===== src/rtl/mvm_accum_seq.sv =====
// Read sequencer for one MVM dot-product lane: walks a row-major matrix, issues
// vector/matrix reads and emits latency-matched accumulator tags.
//
// state | meaning
// IDLE  | waiting for start
// RUN   | issuing one read per unstalled cycle
// DRAIN | letting the last tag and accumulator result leave the datapath
// DONE  | one-cycle job-complete pulse
module mvm_accum_seq #(
    parameter int DIMW      = 9,
    parameter int VEC_ADDRW = 9,
    parameter int MAT_ADDRW = 9,
    parameter int PIPE_LAT  = 3,
    parameter int ACC_LAT   = 2
) (
    input  logic                 clk,
    input  logic                 rst,
    input  logic                 start,
    input  logic [DIMW-1:0]      num_rows,
    input  logic [DIMW-1:0]      num_chunks,
    input  logic                 stall,
    output logic                 busy,
    output logic                 done,
    output logic                 rd_en,
    output logic [VEC_ADDRW-1:0] vec_raddr,
    output logic [MAT_ADDRW-1:0] mat_raddr,
    output logic                 pe_ivalid,
    output logic                 pe_first,
    output logic                 pe_last
);
    localparam int DRAIN_CYC = PIPE_LAT + ACC_LAT;
    localparam int DCW       = $clog2(DRAIN_CYC + 1);

    typedef enum logic [1:0] {IDLE, RUN, DRAIN, DONE} state_t;

    state_t               state;
    logic [DIMW-1:0]      rows_q;
    logic [DIMW-1:0]      chunks_q;
    logic [DIMW-1:0]      row;
    logic [DIMW-1:0]      chunk;
    logic [MAT_ADDRW-1:0] mat_cnt;
    logic [DCW-1:0]       drain_cnt;
    logic [2:0]           tag_pipe [PIPE_LAT];
    logic                 issue;
    logic                 chunk_last;
    logic                 row_last;

    // A read issues in any unstalled RUN cycle; the address counters hold otherwise.
    assign issue      = (state == RUN) && !stall;
    assign chunk_last = (chunk == chunks_q - DIMW'(1));
    assign row_last   = (row == rows_q - DIMW'(1));

    assign rd_en     = issue;
    assign vec_raddr = VEC_ADDRW'(chunk);
    assign mat_raddr = mat_cnt;
    assign busy      = (state != IDLE);
    assign done      = (state == DONE);
    assign pe_ivalid = tag_pipe[PIPE_LAT-1][2];
    assign pe_first  = tag_pipe[PIPE_LAT-1][1];
    assign pe_last   = tag_pipe[PIPE_LAT-1][0];

    always_ff @(posedge clk) begin
        if (rst) begin
            state     <= IDLE;
            rows_q    <= '0;
            chunks_q  <= '0;
            row       <= '0;
            chunk     <= '0;
            mat_cnt   <= '0;
            drain_cnt <= '0;
            for (int i = 0; i < PIPE_LAT; i++) tag_pipe[i] <= 3'b000;
        end else begin
            // The tag pipeline free-runs so tags stay aligned with memory data.
            tag_pipe[0] <= {issue, issue && (chunk == '0), issue && chunk_last};
            for (int i = 1; i < PIPE_LAT; i++) tag_pipe[i] <= tag_pipe[i-1];

            case (state)
                IDLE: begin
                    if (start) begin
                        rows_q   <= num_rows;
                        chunks_q <= num_chunks;
                        row      <= '0;
                        chunk    <= '0;
                        mat_cnt  <= '0;
                        state    <= (num_rows != '0 && num_chunks != '0) ? RUN : DONE;
                    end
                end
                RUN: begin
                    if (!stall) begin
                        mat_cnt <= mat_cnt + MAT_ADDRW'(1);
                        if (chunk_last) begin
                            chunk <= '0;
                            row   <= row + DIMW'(1);
                            if (row_last) begin
                                state     <= DRAIN;
                                drain_cnt <= DCW'(DRAIN_CYC - 1);
                            end
                        end else begin
                            chunk <= chunk + DIMW'(1);
                        end
                    end
                end
                DRAIN: begin
                    if (drain_cnt == '0) state <= DONE;
                    else drain_cnt <= drain_cnt - DCW'(1);
                end
                DONE: state <= IDLE;
                default: state <= IDLE;
            endcase
        end
    end
endmodule


===== config.mk =====
export PLATFORM = sky130hd
export DESIGN_NAME = mvm_accum_seq
export DESIGN_NICKNAME = d
export VERILOG_FILES = /design/src/rtl/mvm_accum_seq.sv
export SDC_FILE = /design/constraint.sdc
export NUM_CORES = 1
export LEC_CHECK = 0
export ABC_AREA = 1
export BUFFER_PORTS_ARGS = -buffer_cell sky130_fd_sc_hd__buf_2
export CAP_MARGIN = 40
export CORE_UTILIZATION = 50
export DETAILED_ROUTE_END_ITERATION = 8
export PLACE_DENSITY = 0.74
export SLEW_MARGIN = 30
export SYNTH_ARGS = -nofsm -noshare
export SYNTH_HDL_FRONTEND = slang
export SYNTH_SLANG_ARGS = --single-unit
export TNS_END_PERCENT = 10

===== constraint.sdc =====
create_clock -name clk -period 2.1 [get_ports clk]
set_clock_uncertainty 0.2 [all_clocks]
set_input_delay 0.21 -clock clk [delete_from_list [all_inputs] [get_ports clk]]
set_output_delay 0.21 -clock clk [all_outputs]
set_load 0.005 [all_outputs]

# Yosys cells after proc, flatten, opt, wreduce, memory -nomap -nowiden
# Memory sizes are Yosys's and may differ from the RTL's.
# Index checks and enable logic that the tools add are counted.
# Widths: inputs -> output; s select.
# word_totals
n_memories,1
inputBits,22
mem_bits_rw,9
register_bits,50
word_cells,73
out_inout_bits,24
# mem_list
memory,depth,word_bits,read_ports,rd_clocked_by_memory_dff,wr,line,source
tag_pipe,3,3,3,0,3,43,logic [2:0] tag_pipe [PIPE_LAT];
# op_classes
reduce_logical,18
n_addsub,6
n_bitwise,3
muxes,27
n_eq_ne,11
# op_table
cell,n
$mux 9,6
$pmux 9 s2,3
$add 9x1->9 const B,3
$mux 3,7
$eq 9x9->1,2
$reduce_bool 9->1,2
$sub 9x1->9 const B,2
$mux 2,6
$ne 2x2->1 const B,6
$reduce_and 5->1,2
$logic_not 9->1,1
$pmux 2 s4,1
$pmux 3 s2,1
$reduce_bool 2->1,3
$eq 2x2->1 const B,2
$logic_and 1x1->1,4
$reduce_and 4->1,1
$logic_not 3->1,1
$mux 1,3
$or 1x1->1,3
$reduce_and 3->1,1
$sub 3x1->3 const B,1
$eq 2x1->1 const B,1
$logic_not 2->1,1
2 further kinds,2

# Longest topological paths before layout
# depth
ltp_word,6
depth_mapped,17
ltp_nobuf,17

# Worst setup path before layout
# OpenSTA, ideal clock, no wires.
# synth_path
path_type,register to register
start,reg state[0]
end,reg chunk[8] (netlist: vec_raddr[8])
path_buffers,0
t_required_ns,1.783
slack_ns,0.060
synth_period_minus_slack_ns,2.040
stages_incl_launch_ff,13
setup_time_ns,0.117
arrival_time_ns,1.723
path_cell_list,dfxtp_1 inv_1 ha_1 nand2_1 nand2_1 a21oi_2 nand4_1 nor2_2 nand2_1 nor2_1 nand2_1 xor2_1 nor2_1
# synth_between
elab_chain_len,3
elab_cells_between_ends,7
cone_classes,eq/ne (3); mux (1); reduce/logical (3)
# synth_lines
element,line,source
from (decl),36,state_t state;
from (signal assigned),85,state <= (num_rows != '0 && num_chunks != '0) ? RUN : DONE;
$eq 2x1->1 / $logic_not 2->1 (equally long branches),77,case (state)
$ne 2x2->1 (no line) / $reduce_bool 2->1 (equally long branches),-,
$reduce_and 3->1 (no line),-,
to (signal assigned),99,chunk <= chunk + DIMW'(1);
to (decl),40,logic [DIMW-1:0] chunk;
# Several ways; a longest one is shown, not always the timed one.
# A chain may end at the register's enable or synchronous reset.

# Worst setup path in the final report
# layout_path
start,reg chunks_q[0]
end,reg drain_cnt[0]
# layout_between
elab_chain_len,4
# layout_lines
element,line,source
from (decl),38,logic [DIMW-1:0] chunks_q;
from (signal assigned),81,chunks_q <= num_chunks;
$sub 9x1->9,50,assign chunk_last = (chunk == chunks_q - DIMW'(1));
$eq 9x9->1,50,
$ne 2x2->1 (no line),-,
$reduce_and 5->1 (no line),-,
to (signal assigned),96,drain_cnt <= DCW'(DRAIN_CYC - 1);
to (signal assigned),105,else drain_cnt <= drain_cnt - DCW'(1);
to (decl),42,logic [DCW-1:0] drain_cnt;
# Every way passes these cells.

==> qor.csv <==
metric,value,unit
final_nets,605,
wl_per_cell,12.51,um
setup_viol_count_final,1,
drc_errors,0,
ys_types,41,
synthCells,483,
cp.required,2180,ps
setup_ws,-1.326,ps
portBuffers,45,
arrival,2190,ps
critPathMaxFanout,6,
ant_nets,0,
post-place-ws,-6.375,ps
fp.dieArea,6971,um2
grt_usage,24.33,%
cpPeakStageDelay,340,ps
syn_area_per_cell,6.875,um2
ys_seq_area_share,35.57,%
crit_type,flip-flop to flip-flop,
violations,"negative hold slack, negative setup slack",
max_freq,475.9,MHz
ys_dominant_reg_cell,dfxtp_1,
clkSinkCount,59,
root_buffer,clkbuf_8,
synth_warnings,0,
leakagePower,1.925,nW
cts_tree,yes,
tns,-1.326,ps
antenna_found_initial,0,
htreeDepth,3,
whs,-11.28,ps
core,6386,um2
hp-class,input port to flip-flop,
place_inst,618,
viasPerCell,5.064,
drv_cap,0,
period_needed,2101,ps
gp_congestion,0.8447,
fin_area,4259,um2
synth_area,3321,um2
path_cells,inv_2 -> ha_4 -> xor2_1 -> nand3_1 -> nor2_2 -> nand3_2 -> nor2_4 -> nand2_2 -> nand2_4 -> nand2_4 -> nand2_2 -> nand2_2 -> nor2_2,
area_growth,28.26,%
crit_slowest_cell,dfxtp_2,
rsz0062_at_grt,true,
dr.pass1.iters,4,
clockBufferDepth,2,
final_cells,653,
synth-edff-count,0,
via_count,3307,
slew_headroom,63.21,%
fin_crit_sh,100.1,%
hpwl,5835,um
cts_buffers,9,
synth_seq_cells,59,
grt_pass1_wl,13390,um
die-width,83.50,um
fp.dieH,83.50,um
grt_pass1_vias,3035,
syn-num-nets,517,
tightest_slew,548.2,ps
io_pins,46,
crit_top_cell,nand2_2,
powerDensity,1147,nW/um2
n_antenna_cell,0,
initial_core_util,52.00,%
status,finished with violations,
rows,29,
grt_max_degree,21,
critPathLaunchType,flip-flop,
clkLatencyLatePin,350,ps
drt-initial-drc-count,131,
grt-ovfl-total,0,
wl,8169,um
synth-async-reset-ratio,0,%
postPlaceCellArea,3754,um2
clk_pin_slew,80,ps
drive_gt1_share,24.48,%
ir_worst_vdd,0.7300,mV
endpoint_kind,flip-flop,
hold_viol,2,
drv_slew,0,
kinds of logic (layout without fill, tap and decap cells):
family | after synthesis | in the layout | share of synthesized area (%)
AND/OR/NAND/NOR | 253 | 253 | 35.27
buffers and inverters | 75 | 168 | 9.080
AO/OA/AOI/OAI | 67 | 67 | 11.08
flip-flops | 59 | 59 | 35.57
XOR/XNOR | 17 | 17 | 4.484
adder cells (fa/ha/maj) | 12 | 12 | 4.521
placed cells by master (no fill, tap or decap), types with 3 or more instances in the layout:
master	instances
buf_2	45
nand2_2	9
ha_1	8
o21ai_0	22
xnor2_1	7
inv_2	9
dlygate4sd3_1	16
nand3_2	3
buf_4	24
o21ai_1	3
nand2_4	3
dfxtp_1	54
inv_1	56
nand3_1	21
nand2_1	100
nor3b_1	5
bufinv_16	3
dfxtp_2	5
xor2_1	10
clkbuf_8	10
nor2_2	12
nand4_1	7
nor2_4	4
a21oi_1	30
nor2_1	64
nor4_1	5
nor3_1	13
a21oi_2	3
per-stage QoR:
| step | power (W) | util [%] |
|---|---|---|
| 2_1_floorplan | 0.002920 | - |
| 3_3_place_gp | 0.003371 | 58.78 |
| 3_5_place_dp | 0.003427 | 58.78 |
| 4_1_cts | 0.004756 | 65.30 |
| 5_1_grt | 0.005254 | 66.69 |
| 6_report | 0.004884 | 66.69 |
registers in the layout (all words and copies together) (netlist names):
name,count
drain_cnt,3
tag_pipe,9
vec_raddr,9
mat_raddr,9
state,2
rows_q,9
chunks_q,9
row,9
path summary, 6_finish.rpt:
path,depth (start not counted),start,slack (ps),end
max,13,chunks_q[0],-1,drain_cnt[0]
min reg2reg,2,tag_pipe[0][0],200,tag_pipe[0][3]
min,3,num_chunks[2],-10,chunks_q[2]
max reg2reg,13,chunks_q[0],-1,drain_cnt[0]
metal layers:
layer | vias to the layer above | wire (um) | GRT usage (%)
met5 | - | 0 | 0
met4 | 0 | 171 | 11.40
met3 | 14 | 259 | 4.847
met2 | 58 | 4030 | 42.03
met1 | 1516 | 3708 | 29.06
li1 | 1719 | - | -
worst max-delay path: cells and delay by family (launching register included):
| family | cells | cell delay, ps |
|---|---|---|
| simple gates | 10 | 1040 |
| xor+xnor | 1 | 150 |
| fa+ha+maj | 1 | 250 |
| flops | 1 | 340 |
| buf+inv | 1 | 50 |
power breakdown:
part,internal [W],leakage (nW),switching [W]
Sequential,0.00129,0.482,0.000155
Clock,0.000822,0.117,0.000483
Combinational,0.000848,1.33,0.00128
Total,0.00296,1.92,0.00192
area by class of cell:
class                           instances  area (um2)
Clock buffer                           12       145.1
Fill cell                             566        2127
Clock inverter                          4       97.59
Timing Repair Buffer                   86       576.8
Multi-Input combinational cell        349        1908
Sequential cell                        59        1187
Inverter                               66       247.7
Tap cell                               77       96.34
Yosys cell counts (3+ instances only):
| master | n | area share [%] |
|---|---|---|
| nand2_2 | 6 | 1.1 |
| nor2_2 | 7 | 1.3 |
| o21ai_0 | 22 | 3.3 |
| nand4_1 | 7 | 1.3 |
| clkbuf_1 | 5 | 0.57 |
| ha_1 | 12 | 4.5 |
| nor2_1 | 70 | 7.9 |
| nand3_1 | 22 | 3.3 |
| inv_2 | 4 | 0.45 |
| nor4_1 | 5 | 0.94 |
| nor3b_1 | 5 | 1.1 |
| nor3_1 | 13 | 2.0 |
| a21oi_1 | 32 | 4.8 |
| nor2_4 | 3 | 1.0 |
| o21ai_1 | 3 | 0.45 |
| nand2_1 | 103 | 12 |
| xor2_1 | 10 | 2.6 |
| nand2_4 | 3 | 1.0 |
| xnor2_1 | 7 | 1.8 |
| inv_1 | 61 | 6.9 |
| dfxtp_1 | 59 | 36 |
what timing repair did:
action,4_1_cts,5_1_grt
setup endpoints to repair,7,29
resized for setup,3,27
endpoints found under the hold margin,16,0
cloned,0,0
setup buffers,1,2
pin swaps,4,12
hold buffers,16,0
No activity file was read; power rests on OpenSTA's default activity.
